==> src/rtl/vga_timing_pkg.sv <==
// Shared constants and types for the VGA timing generator (640x480@60 defaults).
package vga_timing_pkg;

    typedef enum logic {
        ACTIVE_LOW  = 1'b0,
        ACTIVE_HIGH = 1'b1
    } sync_pol_e;

    localparam int DEF_H_ACTIVE = 640;
    localparam int DEF_H_FP     = 16;
    localparam int DEF_H_SYNC   = 96;
    localparam int DEF_H_BP     = 48;
    localparam int DEF_V_ACTIVE = 480;
    localparam int DEF_V_FP     = 10;
    localparam int DEF_V_SYNC   = 2;
    localparam int DEF_V_BP     = 33;

    localparam int DEF_H_TOTAL = DEF_H_ACTIVE + DEF_H_FP + DEF_H_SYNC + DEF_H_BP;
    localparam int DEF_V_TOTAL = DEF_V_ACTIVE + DEF_V_FP + DEF_V_SYNC + DEF_V_BP;

    function automatic int axis_total(input int act, input int fp, input int sync, input int bp);
        return act + fp + sync + bp;
    endfunction

endpackage

==> src/rtl/vga_axis_counter.sv <==
// One timing axis: wrapping counter with registered sync and a next-position active decode.
module vga_axis_counter
    import vga_timing_pkg::*;
#(
    parameter int        ACTIVE = DEF_H_ACTIVE,
    parameter int        FP     = DEF_H_FP,
    parameter int        SYNC   = DEF_H_SYNC,
    parameter int        BP     = DEF_H_BP,
    parameter sync_pol_e POL    = ACTIVE_LOW,
    parameter int        CNT_W  = 10
) (
    input  logic             clk,
    input  logic             rst_n,
    input  logic             step,
    output logic [CNT_W-1:0] count,
    output logic             wrap,
    output logic             sync,
    output logic             active
);

    localparam int TOTAL = axis_total(ACTIVE, FP, SYNC, BP);
    localparam logic [CNT_W:0] SYNC_BEG = (CNT_W+1)'(ACTIVE + FP);
    localparam logic [CNT_W:0] SYNC_END = (CNT_W+1)'(ACTIVE + FP + SYNC);

    logic [CNT_W-1:0] count_nxt;
    logic             sync_hit;

    assign wrap = step && (count == CNT_W'(TOTAL - 1));

    always_comb begin
        count_nxt = count;
        if (step)
            count_nxt = wrap ? '0 : count + 1'b1;
    end

    // Decodes look at the next count so registered outputs line up with the counter.
    assign active   = ({1'b0, count_nxt} < (CNT_W+1)'(ACTIVE));
    assign sync_hit = ({1'b0, count_nxt} >= SYNC_BEG) && ({1'b0, count_nxt} < SYNC_END);

    always_ff @(posedge clk or negedge rst_n) begin
        if (!rst_n) begin
            count <= '0;
            sync  <= ~POL;
        end else if (step) begin
            count <= count_nxt;
            sync  <= sync_hit ? POL : ~POL;
        end
    end

endmodule

==> src/rtl/vga_timing_gen.sv <==
// Parametrised VGA timing generator. Define VGA_TIMING_MEM_ADDR_EN to build the
// linear video-memory address counter; otherwise oVmemAddress is tied to 0.
module vga_timing_gen
    import vga_timing_pkg::*;
#(
    parameter int H_ACTIVE = DEF_H_ACTIVE,
    parameter int H_FP     = DEF_H_FP,
    parameter int H_SYNC   = DEF_H_SYNC,
    parameter int H_BP     = DEF_H_BP,
    parameter int V_ACTIVE = DEF_V_ACTIVE,
    parameter int V_FP     = DEF_V_FP,
    parameter int V_SYNC   = DEF_V_SYNC,
    parameter int V_BP     = DEF_V_BP,
    parameter bit HS_POL   = 1'b0,
    parameter bit VS_POL   = 1'b0,
    parameter int CNT_W    = $clog2(DEF_H_TOTAL > DEF_V_TOTAL ? DEF_H_TOTAL : DEF_V_TOTAL),
    parameter int ADDR_W   = 19
) (
    input  logic              Clock,
    input  logic              Reset,
    input  logic              iPixelEn,
    output logic              oHS,
    output logic              oVS,
    output logic              oActive,
    output logic              oFrameStart,
    output logic [CNT_W-1:0]  oColumn,
    output logic [CNT_W-1:0]  oRow,
    output logic [ADDR_W-1:0] oVmemAddress
);

    logic h_wrap, v_wrap, h_act_nxt, v_act_nxt;
    logic frame_wrap;

    vga_axis_counter #(
        .ACTIVE(H_ACTIVE), .FP(H_FP), .SYNC(H_SYNC), .BP(H_BP),
        .POL(sync_pol_e'(HS_POL)), .CNT_W(CNT_W)
    ) u_h (
        .clk(Clock), .rst_n(Reset), .step(iPixelEn),
        .count(oColumn), .wrap(h_wrap), .sync(oHS), .active(h_act_nxt)
    );

    vga_axis_counter #(
        .ACTIVE(V_ACTIVE), .FP(V_FP), .SYNC(V_SYNC), .BP(V_BP),
        .POL(sync_pol_e'(VS_POL)), .CNT_W(CNT_W)
    ) u_v (
        .clk(Clock), .rst_n(Reset), .step(h_wrap),
        .count(oRow), .wrap(v_wrap), .sync(oVS), .active(v_act_nxt)
    );

    // v_wrap already implies h_wrap, which implies iPixelEn.
    assign frame_wrap = v_wrap;

    always_ff @(posedge Clock or negedge Reset) begin
        if (!Reset) begin
            oActive     <= 1'b1;
            oFrameStart <= 1'b0;
        end else begin
            oFrameStart <= frame_wrap;
            if (iPixelEn)
                oActive <= h_act_nxt && v_act_nxt;
        end
    end

`ifdef VGA_TIMING_MEM_ADDR_EN
    // Counting visible steps reproduces row*H_ACTIVE+col without a multiplier.
    always_ff @(posedge Clock or negedge Reset) begin
        if (!Reset)
            oVmemAddress <= '0;
        else if (frame_wrap)
            oVmemAddress <= '0;
        else if (iPixelEn && h_act_nxt && v_act_nxt)
            oVmemAddress <= oVmemAddress + 1'b1;
    end
`else
    assign oVmemAddress = '0;
`endif

endmodule

==> config.mk <==
export PLATFORM = sky130hd
export DESIGN_NAME = vga_timing_gen
export DESIGN_NICKNAME = d
export VERILOG_FILES = /design/src/rtl/vga_timing_pkg.sv /design/src/rtl/vga_axis_counter.sv /design/src/rtl/vga_timing_gen.sv
export SDC_FILE = /design/constraint.sdc
export NUM_CORES = 1
export LEC_CHECK = 0
export CAP_MARGIN = 20
export CORE_MARGIN = 1.5
export CORE_UTILIZATION = 57
export DETAILED_ROUTE_END_ITERATION = 7
export DONT_BUFFER_PORTS = 1
export PLACE_DENSITY_LB_ADDON = 0.25
export SYNTH_ARGS = -nofsm -noshare
export SYNTH_HDL_FRONTEND = slang
export SYNTH_HIERARCHICAL = 1
export SYNTH_SLANG_ARGS = --single-unit
==> constraint.sdc <==
create_clock -name Clock -period 2.46 [get_ports Clock]
set_clock_uncertainty 0.15 [all_clocks]
set_input_delay 0.492 -clock Clock [delete_from_list [all_inputs] [get_ports Clock]]
set_output_delay 0.492 -clock Clock [all_outputs]
set_load 0.03 [all_outputs]
==> run_summary.xml <==
<?xml version="1.0" encoding="UTF-8"?>
<metrics>
  <group name="floorplanning">
    <metric name="initial_utilization" unit="%">60.91</metric>
    <metric name="floorplan.rows" unit="">19</metric>
    <metric name="core-area" unit="µm²">2781</metric>
    <metric name="die_width" unit="µm">57.52</metric>
    <metric name="chipHeight" unit="µm">57.52</metric>
    <metric name="fp.dieArea" unit="µm²">3308</metric>
    <metric name="io_pins" unit="">46</metric>
  </group>
  <group name="grt">
    <metric name="globalRouteTotalUtil" unit="%">22.25</metric>
    <metric name="grt_pass1_vias" unit="">1261</metric>
    <metric name="antenna_found_initial" unit="">0</metric>
    <metric name="most_crowded_layer_gr" unit="">met2</metric>
    <metric name="grt_start_max_net_pins" unit="">25</metric>
    <metric name="grt.met2_usage" unit="%">34.42</metric>
    <metric name="global_route.usage.met1" unit="%">31.40</metric>
    <metric name="first_pass_grt_wire_length" unit="µm">5802</metric>
    <metric name="grt.met3_usage" unit="%">3.628</metric>
    <metric name="grt_overflow_total" unit="">0</metric>
  </group>
  <group name="detailed_routing">
    <metric name="wl" unit="µm">3505</metric>
    <metric name="route.vias.total" unit="">1301</metric>
    <metric name="post-route-drc-count" unit="">0</metric>
    <metric name="firstDrtPassIters" unit="">4</metric>
    <metric name="antenna_violating_nets_post_route" unit="">0</metric>
    <metric name="avgViaCountPerCell" unit="">5.941</metric>
    <metric name="drt-initial-drc-count" unit="">51</metric>
    <metric name="avgRoutedWirePerCell" unit="µm">16.00</metric>
  </group>
  <group name="yosys">
    <metric name="synth_top_family_by_area" unit="">simple AND/OR/NAND/NOR gates</metric>
    <metric name="netlist-cell-type-count" unit="">58</metric>
    <metric name="synth.cells.most_frequent" unit="">21 x sky130_fd_sc_hd__dfrtp_1, 20 x sky130_fd_sc_hd__buf_4, 12 x sky130_fd_sc_hd__nand2_1</metric>
    <metric name="synth_enable_flop_cells" unit="">0</metric>
    <metric name="seq_area_frac_synth" unit="%">35.67</metric>
    <metric name="ys_seq_elements" unit="">24</metric>
    <metric name="yosys.area_share.xor_xnor" unit="%">6.721</metric>
    <metric name="syn-mean-instance-area" unit="µm²">9.965</metric>
    <metric name="post_synthesis_cell_type_with_the_largest_combined_area" unit="">sky130_fd_sc_hd__dfrtp_1</metric>
    <metric name="synthDominantCellAreaShare" unit="%">31.02</metric>
    <metric name="most_frequent_cell_after_synthesis" unit="">sky130_fd_sc_hd__dfrtp_1</metric>
    <metric name="synthTopCellsByArea" unit="">sky130_fd_sc_hd__dfrtp_1 31%, sky130_fd_sc_hd__buf_4 8.9%, sky130_fd_sc_hd__dfstp_2 4.7%</metric>
    <metric name="yosysWarningCount" unit="">6</metric>
    <metric name="yosys.area_share.simple" unit="%">27.25</metric>
    <metric name="post_synth_fa_ha_maj_area_fraction" unit="%">2.216</metric>
    <metric name="muxShareOfSynthArea" unit="%">1.846</metric>
    <metric name="synth-async-reset-ratio" unit="%">100.0</metric>
    <metric name="synth_top_flop_cell" unit="">sky130_fd_sc_hd__dfrtp_1</metric>
    <metric name="synthCells" unit="">170</metric>
    <metric name="synth_compound_area_share" unit="%">11.89</metric>
    <metric name="synth.cell_area" unit="µm²">1694</metric>
  </group>
  <group name="timing">
    <metric name="finalMaxSlewViolations" unit="">0</metric>
    <metric name="fin_crit" unit="ns">2.342</metric>
    <metric name="period_share" unit="%">95.21</metric>
    <metric name="timing.final.setup_violations" unit="">0</metric>
    <metric name="holdWs" unit="ns">0.06594</metric>
    <metric name="timing.slew.headroom" unit="%">62.97</metric>
    <metric name="fmaxAchievable" unit="MHz">426.9</metric>
    <metric name="hold_viol" unit="">0</metric>
    <metric name="grt_setup_unrepaired" unit="">false</metric>
    <metric name="final_critical_path_setup_slack" unit="ns">0.1178</metric>
    <metric name="tns" unit="ns">0</metric>
    <metric name="tightestPinTransition" unit="ns">0.5555</metric>
  </group>
  <group name="clock_network">
    <metric name="numClockSinks" unit="">24</metric>
    <metric name="cts_tree" unit="">done</metric>
    <metric name="numCtsBuffers" unit="">3</metric>
    <metric name="clockBufferDepth" unit="">2</metric>
    <metric name="cts.htree.levels" unit="">1</metric>
    <metric name="clk_pin_slew" unit="ns">0.14</metric>
    <metric name="cts_root_buf" unit="">sky130_fd_sc_hd__clkbuf_4</metric>
    <metric name="worstSkewPairLatency" unit="ns">0.31</metric>
  </group>
  <group name="setup_path">
    <metric name="critPathMaxStageDelay" unit="ns">0.53</metric>
    <metric name="worstSetupStartpoint" unit="">u_h/count[1]$_DFFE_PN0P_</metric>
    <metric name="crit_top_cell" unit="">sky130_fd_sc_hd__nand4_1</metric>
    <metric name="path_max_fanout" unit="">12</metric>
    <metric name="regToRegSetupSlack" unit="ns">0.12</metric>
    <metric name="worst-setup-path-type" unit="">flop to flop</metric>
    <metric name="timing.critical_path.slowest_stage_cell" unit="">sky130_fd_sc_hd__or4b_1</metric>
    <metric name="cp_data_arrival_time" unit="ns">2.44</metric>
    <metric name="r2r_start" unit="">u_h/count[1]$_DFFE_PN0P_</metric>
    <metric name="worstPathCellList" unit="">ha_4 &gt; nand4_1 &gt; nor4_4 &gt; buf_6 &gt; nand4_1 &gt; or4b_1 &gt; nand3_2 &gt; a21oi_1 &gt; nand3_1 &gt; o21ai_1</metric>
    <metric name="cp.required" unit="ns">2.56</metric>
    <metric name="timing.critical_path.to_type" unit="">flop</metric>
    <metric name="setup.worst_path.start_class" unit="">flop</metric>
  </group>
  <group name="placement">
    <metric name="routability_congestion_estimate_from_global_placement" unit="">0.8767</metric>
    <metric name="detailed_place_hpwl" unit="µm">2623</metric>
    <metric name="preCtsSetupSlack" unit="ns">-0.005442</metric>
    <metric name="buffer_ports.inserted" unit="">0</metric>
  </group>
  <group name="pwr">
    <metric name="p_leak" unit="µW">0.0007929</metric>
    <metric name="irDropWorstVdd" unit="V">0.0006147</metric>
    <metric name="powerDensity" unit="nW/µm²">762.6</metric>
    <metric name="post-layout-total-power" unit="µW">1409</metric>
  </group>
  <group name="finish">
    <metric name="fillerInstances" unit="">229</metric>
    <metric name="drive_above_1_share" unit="%">30.32</metric>
    <metric name="seq_cell_area" unit="µm²">606.8</metric>
    <metric name="area_of_the_multi_input_gates" unit="µm²">944.7</metric>
    <metric name="area.growth.synth_to_final" unit="%">9.084</metric>
    <metric name="num_antenna_cells" unit="">0</metric>
    <metric name="fin_nets" unit="">195</metric>
  </group>
  <group name="outcome">
    <metric name="status" unit="">completed</metric>
  </group>
  <group name="min_path">
    <metric name="hold_path.startpoint" unit="">iPixelEn</metric>
    <metric name="min_path_type" unit="">primary input to flop</metric>
  </group>
  <group name="job">
    <metric name="max_cap_viol_count" unit="">0</metric>
  </group>
</metrics>
final cells by class:
| cell class | instances | area share, % |
|---|---|---|
| multi-input cells | 132 | 51.12 |
| flip-flops and latches | 24 | 32.84 |
| repair buffers | 24 | 11.17 |
| well taps | 31 | 2.099 |
| clock buffers | 4 | 1.963 |
| inverters | 4 | 0.8125 |
metrics by stage:
stage	cells	area [µm²]	utilization, %
after floorplan	188	1792	-
after global placement	212	1763	63.38
after detailed placement	212	1763	63.38
after CTS	217	1813	65.18
after global routing	219	1848	66.44
final	219	1848	66.44
worst paths after layout:
| kind | to | cells past startpoint |
|---|---|---|
| max reg2reg | oActive$_DFFE_PN1P_ | 10 |
| min in group asynchronous | u_v/count[0]$_DFFE_PN0P_ | 1 |
| min reg2reg | oActive$_DFFE_PN1P_ | 2 |
| max | oActive$_DFFE_PN1P_ | 10 |
| max in group asynchronous | u_v/sync$_DFFE_PN1P_ | 2 |
| min | oActive$_DFFE_PN1P_ | 1 |
state kept, by name, indices dropped and copies added, names as in the netlist:
signal       flops
oFrameStart      1
u_v/sync         1
u_h/count       10
u_h/sync         1
oActive          1
u_v/count       10
power by group:
group | switching [µW] | internal [µW]
combinational | 446 | 233
sequential | 54.6 | 465
clock | 120 | 90.3
total | 621 | 788
per-layer routing:
layer / vias up / part of all wire (%)
li1: 611 / -
met1: 644 / 46
met2: 39 / 48
met3: 7 / 3.7
met4: 0 / 1.4
met5: - / 0
placed cells by master, fill, tap and decap left out, types with 3 or more instances in the layout:
cell	instances
sky130_fd_sc_hd__conb_1	19
sky130_fd_sc_hd__clkbuf_4	3
sky130_fd_sc_hd__dfrtp_1	19
sky130_fd_sc_hd__xor2_1	8
sky130_fd_sc_hd__o21ai_0	3
sky130_fd_sc_hd__dfstp_2	3
sky130_fd_sc_hd__inv_1	4
sky130_fd_sc_hd__o21ai_1	4
sky130_fd_sc_hd__nand3_1	4
sky130_fd_sc_hd__buf_4	21
sky130_fd_sc_hd__nand2_1	12
sky130_fd_sc_hd__nor2_1	11
sky130_fd_sc_hd__nand4_1	8
sky130_fd_sc_hd__nand3_2	4
sky130_fd_sc_hd__xnor2_1	5
worst max-delay path, delay by kind of cell (launching register included):
family | cells | cell delay, ns
and+or+nand+nor | 6 | 1.24
DFF | 1 | 0.41
buffers and inverters | 1 | 0.19
AOI/OAI and AO/OA | 2 | 0.14
adders and majority gates | 1 | 0.13
cells by family (layout without fill, tap and decap cells):
| family | count (synthesis) | after routing |
|---|---|---|
| AND/OR/NAND/NOR | 68 | 68 |
| buffers and inverters | 32 | 32 |
| AO/OA/AOI/OAI | 26 | 26 |
| flip-flops | 24 | 24 |
| XOR/XNOR | 13 | 13 |
| adder cells (fa/ha/maj) | 3 | 3 |
| multiplexers | 3 | 3 |
| other | 1 | 19 |
timing repair:
action,CTS,global route
setup endpoints to repair,1,2
resized for setup,2,0
hold endpoints to repair,24,0
hold buffers,1,0
buffers inserted,0,1
pin swaps,0,1
No activity file was read; power rests on OpenSTA's default activity.
